<file path="src/rtl/pipelined_scan_mux.sv">
// Two-stage N:1 channel mux (pair select, then pair-group select) with an auto-scan
// sequencer; every output word carries the index of the channel it came from.
module pipelined_scan_mux #(
    parameter int WIDTH    = 8,
    parameter int CHANNELS = 8,
    parameter int DWELL    = 4,
    localparam int SW      = $clog2(CHANNELS)
) (
    input  logic                      clk,
    input  logic                      rst_n,
    input  logic [CHANNELS*WIDTH-1:0] din,
    input  logic                      en,
    input  logic                      mode,
    input  logic [SW-1:0]             sel,
    output logic [WIDTH-1:0]          dout,
    output logic [SW-1:0]             dout_ch,
    output logic                      dout_valid,
    output logic                      scan_wrap
);
    localparam int DW    = (DWELL > 1) ? $clog2(DWELL) : 1;
    localparam int PAIRS = CHANNELS / 2;

    typedef enum logic [1:0] {
        IDLE   = 2'd0,
        MANUAL = 2'd1,
        SCAN   = 2'd2
    } state_t;

    state_t            state_q, state_d;
    logic [SW-1:0]     scan_ch_q, scan_ch_d;
    logic [DW-1:0]     dwell_q, dwell_d;
    logic              last_dwell_s;

    logic              issue_v_s;
    logic [SW-1:0]     issue_ch_s;
    logic              issue_wrap_s;

    logic [WIDTH-1:0]  pair_q [PAIRS];
    logic [WIDTH-1:0]  pair_d [PAIRS];
    logic [SW-1:0]     s1_ch_q;
    logic              s1_v_q;
    logic              s1_wrap_q;
    logic [WIDTH-1:0]  dout_d;

    assign last_dwell_s = (dwell_q == DW'(DWELL - 1));

    // Mode controller next state
    always_comb begin
        state_d = state_q;
        case (state_q)
            IDLE: begin
                if (en) state_d = mode ? SCAN : MANUAL;
                else    state_d = IDLE;
            end
            MANUAL: begin
                if (!en)       state_d = IDLE;
                else if (mode) state_d = SCAN;
                else           state_d = MANUAL;
            end
            SCAN: begin
                if (!en)        state_d = IDLE;
                else if (!mode) state_d = MANUAL;
                else            state_d = SCAN;
            end
            default: state_d = IDLE;
        endcase
    end

    // Issue decision for this edge: channel, valid and last-of-scan marker
    always_comb begin
        issue_v_s    = 1'b0;
        issue_ch_s   = '0;
        issue_wrap_s = 1'b0;
        case (state_q)
            MANUAL: begin
                issue_v_s  = 1'b1;
                issue_ch_s = sel;
            end
            SCAN: begin
                issue_v_s    = 1'b1;
                issue_ch_s   = scan_ch_q;
                issue_wrap_s = last_dwell_s && (scan_ch_q == SW'(CHANNELS - 1));
            end
            default: begin
                issue_v_s    = 1'b0;
                issue_ch_s   = '0;
                issue_wrap_s = 1'b0;
            end
        endcase
    end

    // Scan sequencer: a fresh entry into SCAN always restarts at channel 0
    always_comb begin
        scan_ch_d = scan_ch_q;
        dwell_d   = dwell_q;
        if (state_d == SCAN && state_q != SCAN) begin
            scan_ch_d = '0;
            dwell_d   = '0;
        end else if (state_q == SCAN) begin
            if (last_dwell_s) begin
                dwell_d   = '0;
                scan_ch_d = scan_ch_q + SW'(1);
            end else begin
                dwell_d   = dwell_q + DW'(1);
            end
        end else begin
            scan_ch_d = scan_ch_q;
            dwell_d   = dwell_q;
        end
    end

    // Level 1: each pair picks its member on the channel LSB
    always_comb begin
        for (int p = 0; p < PAIRS; p++) begin
            if (issue_ch_s[0]) pair_d[p] = din[(2*p+1)*WIDTH +: WIDTH];
            else               pair_d[p] = din[(2*p)*WIDTH +: WIDTH];
        end
    end

    assign dout_d = pair_q[s1_ch_q[SW-1:1]];

    // State, sequencer and both pipeline stages
    always_ff @(posedge clk) begin
        if (!rst_n) begin
            state_q    <= IDLE;
            scan_ch_q  <= '0;
            dwell_q    <= '0;
            for (int p = 0; p < PAIRS; p++) pair_q[p] <= '0;
            s1_ch_q    <= '0;
            s1_v_q     <= 1'b0;
            s1_wrap_q  <= 1'b0;
            dout       <= '0;
            dout_ch    <= '0;
            dout_valid <= 1'b0;
            scan_wrap  <= 1'b0;
        end else begin
            state_q    <= state_d;
            scan_ch_q  <= scan_ch_d;
            dwell_q    <= dwell_d;
            pair_q     <= pair_d;
            s1_ch_q    <= issue_ch_s;
            s1_v_q     <= issue_v_s;
            s1_wrap_q  <= issue_wrap_s;
            if (s1_v_q) begin
                dout    <= dout_d;
                dout_ch <= s1_ch_q;
            end else begin
                dout    <= dout;
                dout_ch <= dout_ch;
            end
            dout_valid <= s1_v_q;
            scan_wrap  <= s1_v_q & s1_wrap_q;
        end
    end
endmodule

</file>
<file path="config.mk">
export PLATFORM = sky130hd
export DESIGN_NAME = pipelined_scan_mux
export DESIGN_NICKNAME = d
export VERILOG_FILES = /design/src/rtl/pipelined_scan_mux.sv
export SDC_FILE = /design/constraint.sdc
export NUM_CORES = 1
export LEC_CHECK = 0
export CAP_MARGIN = 25
export CORE_MARGIN = 2
export CORE_UTILIZATION = 40
export CTS_CLUSTER_SIZE = 16
export DETAILED_ROUTE_END_ITERATION = 12
export PLACE_DENSITY = 0.75
export RECOVER_POWER = 100
export SYNTH_ARGS = -nofsm -noshare
export SYNTH_HDL_FRONTEND = slang
export SYNTH_SLANG_ARGS = --single-unit
</file>
<file path="constraint.sdc">
create_clock -name clk -period 2 [get_ports clk]
set_clock_uncertainty 0.1 [all_clocks]
set_input_delay 0.5 -clock clk [delete_from_list [all_inputs] [get_ports clk]]
set_output_delay 0.5 -clock clk [all_outputs]
set_load 0.05 [all_outputs]
</file>
# Yosys cells after proc, flatten, opt, wreduce, memory -nomap -nowiden
# Cells that the tools add are included.
[totals]
register_bits = 57
latchBits = 0
ramBits = 0
rom_bits = 0
input_bits = 71
output_inout_bits = 13
n_memories = 0
[classes]
n_addsub = 2
n_mul = 0
div = 0
magnitude_cmp = 1
eq_ne = 6
shift = 0
muxes = 13
n_bitwise = 3
reduce_logical = 8
[ops]
columns = ["cell", "n"]
rows = [
  ["$mux W8", 6],
  ["$bmux W8 S2", 1],
  ["$mux W2", 4],
  ["$eq A2 B2 Y1 const B", 3],
  ["$pmux W3 S2", 1],
  ["$reduce_and A2 Y1", 2],
  ["$reduce_or A2 Y1", 2],
  ["$add A3 B1 Y3 const B", 1],
  ["$eq A3 B3 Y1 const B", 1],
  ["$ge A3 B3 Y1 const B", 1],
  ["$not A2 Y3", 1],
  ["$reduce_or A3 Y1", 1],
  ["$add A2 B1 Y2 const B", 1],
  ["$eq A2 B1 Y1 const B", 1],
  ["$logic_and A1 B1 Y1", 2],
  ["$logic_not A2 Y1", 1],
  ["$ne A2 B2 Y1 const B", 1],
  ["$and A1 B1 Y1", 1],
  ["$mux W1", 1],
  ["$not A1 Y1", 1],
]

# Logic depth before layout (Yosys ltp)
# Gate-level depths: netlist of run 1.
[logic_depth]
depth_word = 6
depth_mapped = 7

# Worst setup path after synthesis of run 1
# OpenSTA, ideal clock, no wires.
[synth_timing]
path_type = "reg-to-reg"
start = "reg state_q[0]"
end = "reg pair_q[10] (netlist name)"
arrival_ns = 1.246
required_ns = 1.781
setup_slack_ns = 0.535
stages_incl_launch_ff = 8
n_path_buf = 2
period_less_slack_ns = 1.465
path_cell_list = "dfxtp_1 -> inv_1 -> ha_1 -> buf_6 -> a22oi_4 -> nor2_8 -> buf_8 -> mux2i_1"
[synth_via]
elab_chain_len = 3
[synth_lines]
columns = ["element", "line_no", "rtl"]
rows = [
  ["start: declaration", "29", "state_t state_q, state_d;"],
  ["start signal: assignment", "137", "state_q <= state_d;"],
  ["$eq A2 B2 Y1 or $eq A2 B1 Y1 (tied branches)", "74", "case (state_q)"],
  ["$pmux W3 S2 (*)", "74", ""],
  ["$mux W8 (*)", "115", "if (issue_ch_s[0]) pair_d[p] = din[(2*p+1)*WIDTH +: WIDTH];"],
  ["end signal: assignment", "140", "pair_q <= pair_d;"],
  ["end: declaration", "38", "logic [WIDTH-1:0] pair_q [PAIRS];"],
]
# Every way passes the cells marked *; elsewhere a longest branch is shown, timed or not.
# A chain may end at the register's enable or synchronous reset.

# Final worst setup path of run 1
[layout_timing]
start = "reg dout[0]"
end = "out dout[0]"
[layout_lines]
columns = ["element", "line_no", "rtl"]
rows = [
  ["start: declaration", "15", "output logic [WIDTH-1:0] dout,"],
  ["start signal: assignment", "145", "dout <= dout_d;"],
  ["start signal: assignment", "148", "dout <= dout;"],
]
# No word-level cell between the ends.

==> flow_metrics.tcl, run 1 <==
set metrics [dict create \
    cts_tree "done" \
    final_area_sq_mm 0.00346 \
    crit_chain "clkbuf_1" \
    synthFlopType "dfxtp_1" \
    synth-edff-count 0 \
    r2r-end "pair_q[5]" \
    antenna_cells 0 \
    finalSetupViolations 0 \
    timing.final.ws_setup_ns 0.226 \
    hp-class "flip-flop to flip-flop" \
    ys_ff_latch 57 \
    wl_per_cell_um 13.2 \
    antenna_found_initial 0 \
    drive_gt1_share_pct 6.53 \
    r2r_setup_slack_ns 0.33 \
    crit_type "flip-flop to output port" \
    tns_ns 0 \
    avgViaCountPerCell 4.84 \
    outcome "finished, final reports clean" \
    worstMarginPinSlew_ns 0.710 \
    startpoint_type "flip-flop" \
    ant_nets 0 \
    drtIter0Drc 53 \
    drc 0 \
    clkLatencyLatePin_ns 0.33 \
    die_y_um 82.4 \
    critPathLaunch "dout[0]" \
    clkSlewWorstSetupHoldPaths_ns 0.06 \
    hpwl_um 4030 \
    ys_types 26 \
    min_from "s1_wrap_q" \
    core_area_sq_mm 0.00592 \
    final_cell_mix "nand2_1 (69), clkdlybuf4s50_1 (69), dfxtp_1 (57)" \
    die_x_um 82.4 \
    critPathMaxFanout 2 \
    crit_path_end_kind "output port" \
    gr-total-overflow 0 \
    cp_slowest_cell "clkbuf_1" \
    dpl.cell_count 397 \
    maxCapViolCount 0 \
    async_flop_share_pct 0 \
    arrival_ns 1.17 \
    row_count 28 \
    cts_hold_buf 0 \
    whs_ns 0.391 \
    finalCritPeriodShare_pct 88.7 \
    ys_warn_count 0 \
    hold_path_depth 1 \
    r2r_start "state_q[1]" \
    power.density_mw_per_mm2 732 \
    dieArea_sq_mm 0.00679 \
    ios 84 \
    grt_max_degree 31 \
    htreeDepth 3 \
    finalCriticalPeriod_ns 1.77 \
    area_growth_syn_to_layout_pct 40.6 \
    critPathRequiredTime_ns 1.40 \
    place_area_sq_mm 0.00332 \
    synth_cells 249 \
    r2r_cells 5 \
    maxSlewViolCount 0 \
    layoutNonFillerInstCount 412 \
    root_buffer "clkbuf_8" \
    vias 1995 \
    relSlewSlack_pct 52.7 \
    rsz0062_at_grt "no" \
    fin_nets 410 \
    max_stage_delay_ns 0.51 \
    dp_slack_ns 0.153 \
    grt_pass1_vias 1901 \
    cts_resized 0 \
    fin_util_pct 58.4 \
    clock_path_buffers 2 \
    hold_viol_final 0 \
    port_buffers 83 \
    power.total_mw 2.53 \
    crit_family "buffers and inverters" \
    leakagePower_nw 1.31 \
    grt_first_pass_wirelength_um 8760 \
    grtUsageTotal_pct 17.4 \
    syn-num-nets 326 \
    fmax_mhz 564 \
    synth.avg_cell_area_sq_um 9.88 \
    ys_seq_area_share_pct 46.4 \
    ir_worst_vdd_mv 0.421 \
    cp_num_buf_inv 1 \
    gpl.final_weighted_congestion 0.801 \
    drtPass1Iterations 4 \
    syn_area_sq_mm 0.00246 \
    start_util_pct 41.5 \
    hold_end "scan_wrap" \
    wl_um 5460 \
    cts_made_buffers 9 \
    cts.sinks 57 \
    cts_setup_buffers 0 \
]
-- state kept, by name, indices dropped and copies added, names as in the netlist, 2 cells and up --
signal and flops:
dout 8, dout_ch 3, dwell_q 2, pair_q 32, s1_ch_q 3, scan_ch_q 3, state_q 2
-- area by class of cell --
type	count	area, sq um
fillers	535	2460
multi-input cells	172	1190
flip-flops and latches	57	1140
repair buffers	90	827
clock buffers	12	155
well taps	75	93.8
clock inverters	3	40.0
inverters	3	11.3
-- cells by family (layout without fill, tap and decap cells) --
| kind of cell | after synthesis | count (layout) | share of synthesized area, % |
|---|---|---|---|
| AND/OR/NAND/NOR | 99 | 99 | 18.7 |
| flip-flops | 57 | 57 | 46.4 |
| multiplexers | 53 | 53 | 21.6 |
| buffers and inverters | 20 | 108 | 5.19 |
| AO/OA/AOI/OAI | 13 | 13 | 4.73 |
| adder cells (fa/ha/maj) | 6 | 6 | 3.05 |
| XOR/XNOR | 1 | 1 | 0.356 |
-- synthesized netlist by cell type (all sizes together) (2+ instances only) --
master | instances | area [sq um]
nand3 | 3 | 15.0
buf | 9 | 86.3
nand2 | 69 | 259
mux2i | 53 | 531
inv | 3 | 11.3
a22oi | 3 | 36.3
a21oi | 2 | 10.0
dfxtp | 57 | 1140
nand3b | 9 | 67.6
clkbuf | 8 | 30.0
ha | 6 | 75.1
nor2b | 3 | 18.8
nor2 | 9 | 50.1
o221ai | 8 | 70.1
-- report_power, final --
group | total (mW) | leakage [nW] | switching [mW] | internal, mW
registers | 1.20 | 0.469 | 0.0161 | 1.18
clock network | 1.04 | 0.102 | 0.410 | 0.632
logic | 0.291 | 0.741 | 0.116 | 0.175
-- worst max-delay path by stage --
stage	to	cells past startpoint
detailed placement	pair_q[26]	5
CTS	pair_q[19]	6
finish	dout[0]	1
global route	scan_ch_q[2]	4
floorplan	pair_q[10]	7
global placement	pair_q[0]	5
-- layer usage --
metal	wire length, um	vias up	part of all wire (%)	GRT usage [%]
met1	2410	916	44	21.3
met3	399	8	7.3	5.11
met2	2570	58	47	28.4
li1	-	1013	-	-
met5	0	-	0	0
met4	74	0	1.4	7.50
Note: power is estimated with default switching activity, not from simulation.
==> inputs of run 2 (changes only) <==
--- a/config.mk
+++ b/config.mk
@@ -6,12 +6,12 @@
 export NUM_CORES = 1
 export LEC_CHECK = 0
 export CAP_MARGIN = 25
-export CORE_MARGIN = 2
-export CORE_UTILIZATION = 40
+export CORE_UTILIZATION = 30
 export CTS_CLUSTER_SIZE = 16
 export DETAILED_ROUTE_END_ITERATION = 12
-export PLACE_DENSITY = 0.75
+export PLACE_DENSITY = 0.6
 export RECOVER_POWER = 100
+export SLEW_MARGIN = 15
 export SYNTH_ARGS = -nofsm -noshare
 export SYNTH_HDL_FRONTEND = slang
 export SYNTH_SLANG_ARGS = --single-unit
==> run 2 against run 1 <==
Design area up 2.2%. Register-to-register slack improved by 0.04 ns. Global-route usage fell by 3.6 points. First-iteration DRC count grew 19%. Die area rose by 26%. Critical path type unchanged.
==> flow_metrics.tcl, run 2 (same netlist as run 1, synthesis figures left out) <==
set metrics [dict create \
    ios 84 \
    r2r_setup_slack_ns 0.37 \
    row_count 32 \
    gr-total-overflow 0 \
    port_buffers 83 \
    outcome "finished, final reports clean" \
    fin_nets 409 \
    grt_first_pass_wirelength_um 9000 \
    cts_resized 0 \
    crit_chain "clkbuf_1" \
    cts_tree "done" \
    drc 0 \
    antenna_cells 0 \
    hold_viol_final 0 \
    final_cell_mix "nand2_1 (69), clkdlybuf4s50_1 (68), dfxtp_1 (57)" \
    rsz0062_at_grt "no" \
    maxSlewViolCount 0 \
    cts_made_buffers 9 \
    start_util_pct 31.3 \
    arrival_ns 1.18 \
    ir_worst_vdd_mv 0.400 \
    final_area_sq_mm 0.00354 \
    hp-class "flip-flop to flip-flop" \
    crit_type "flip-flop to output port" \
    hpwl_um 3990 \
    critPathMaxFanout 2 \
    drtPass1Iterations 4 \
    grt_max_degree 47 \
    root_buffer "clkbuf_8" \
    cts.sinks 57 \
    startpoint_type "flip-flop" \
    final_common_cell "nand2_1" \
    cp_num_buf_inv 1 \
    grt_pass1_vias 1956 \
    relSlewSlack_pct 44.4 \
    dieArea_sq_mm 0.00857 \
    finalCriticalPeriod_ns 1.78 \
    antenna_found_initial 0 \
    critPathRequiredTime_ns 1.40 \
    drive_gt1_share_pct 7.12 \
    place_area_sq_mm 0.00335 \
    final.fill_count 816 \
    core_area_sq_mm 0.00785 \
    finalCritPeriodShare_pct 89.1 \
    worstMarginPinSlew_ns 0.834 \
    htreeDepth 3 \
    die_x_um 92.6 \
    crit_path_end_kind "output port" \
    drtIter0Drc 63 \
    wl_um 5490 \
    maxCapViolCount 0 \
    clock_path_buffers 2 \
    clkSlewWorstSetupHoldPaths_ns 0.06 \
    power.density_mw_per_mm2 786 \
    clkLatencyLatePin_ns 0.33 \
    vias 1932 \
    max_stage_delay_ns 0.51 \
    leakagePower_nw 1.34 \
    cts_setup_buffers 0 \
    wl_per_cell_um 12.5 \
    die_y_um 92.6 \
    largestRegisters "pair_q: 32 flops, dout: 8 flops" \
    cts_hold_buf 0 \
    tns_ns 0 \
    cp_slowest_cell "clkbuf_1" \
    fmax_mhz 561 \
    gpl.final_weighted_congestion 0.735 \
    area_growth_syn_to_layout_pct 43.8 \
    grtUsageTotal_pct 13.8 \
    ant_nets 0 \
    finalSetupViolations 0 \
    largest_reg_flops 32 \
    top_register "pair_q" \
    crit_family "buffers and inverters" \
    avgViaCountPerCell 4.40 \
]
## run 2: final cells by class
| class | count | area (sq um) | share of cell area [%] |
|---|---|---|---|
| clock inverter | 6 | 105 | 2.97 |
| timing repair buffer | 89 | 823 | 23.3 |
| inverter | 3 | 11.3 | 0.318 |
| multi-input combinational | 172 | 1190 | 33.7 |
| tap | 102 | 128 | 3.61 |
| sequential | 57 | 1140 | 32.3 |
| clock buffer | 10 | 138 | 3.89 |
## run 2: where the power goes
| group | internal (mW) | switching (mW) | leakage (nW) |
|---|---|---|---|
| clock | 0.854 | 0.438 | 0.126 |
| combinational | 0.176 | 0.115 | 0.743 |
| sequential | 1.18 | 0.0161 | 0.469 |
| total | 2.21 | 0.569 | 1.34 |
## run 2: worst paths after layout
| kind | startpoint | endpoint | cells past startpoint |
|---|---|---|---|
| min | scan_ch_q[1] | scan_ch_q[1] | 2 |
| min reg2reg | scan_ch_q[1] | scan_ch_q[1] | 2 |
| max | dout[0] | dout[0] | 1 |
| max reg2reg | state_q[0] | pair_q[25] | 6 |
## run 2: through the flow
stage | std cells | setup WS, ns | utilization, % | hold WS, ns | power [mW]
finish | 439 | 0.218 | 45.1 | 0.395 | 2.78
global route | 439 | 0.152 | 45.1 | 0.424 | 2.91
CTS | 439 | 0.322 | 45.7 | 0.400 | 2.84
detailed placement | 423 | 0.170 | 42.6 | 0.381 | 1.52
global placement | 423 | 0.216 | 42.6 | 0.375 | 1.52
floorplan | 249 | 0.535 | - | 0.337 | 1.35
## run 2: per-layer routing
layer | up-vias | share of wire, % | GRT usage [%]
li1 | 1009 | - | -
met1 | 860 | 44 | 16.5
met2 | 57 | 49 | 22.5
met3 | 6 | 6.0 | 5.75
met4 | 0 | 0.78 | 4.30
met5 | - | 0 | 0
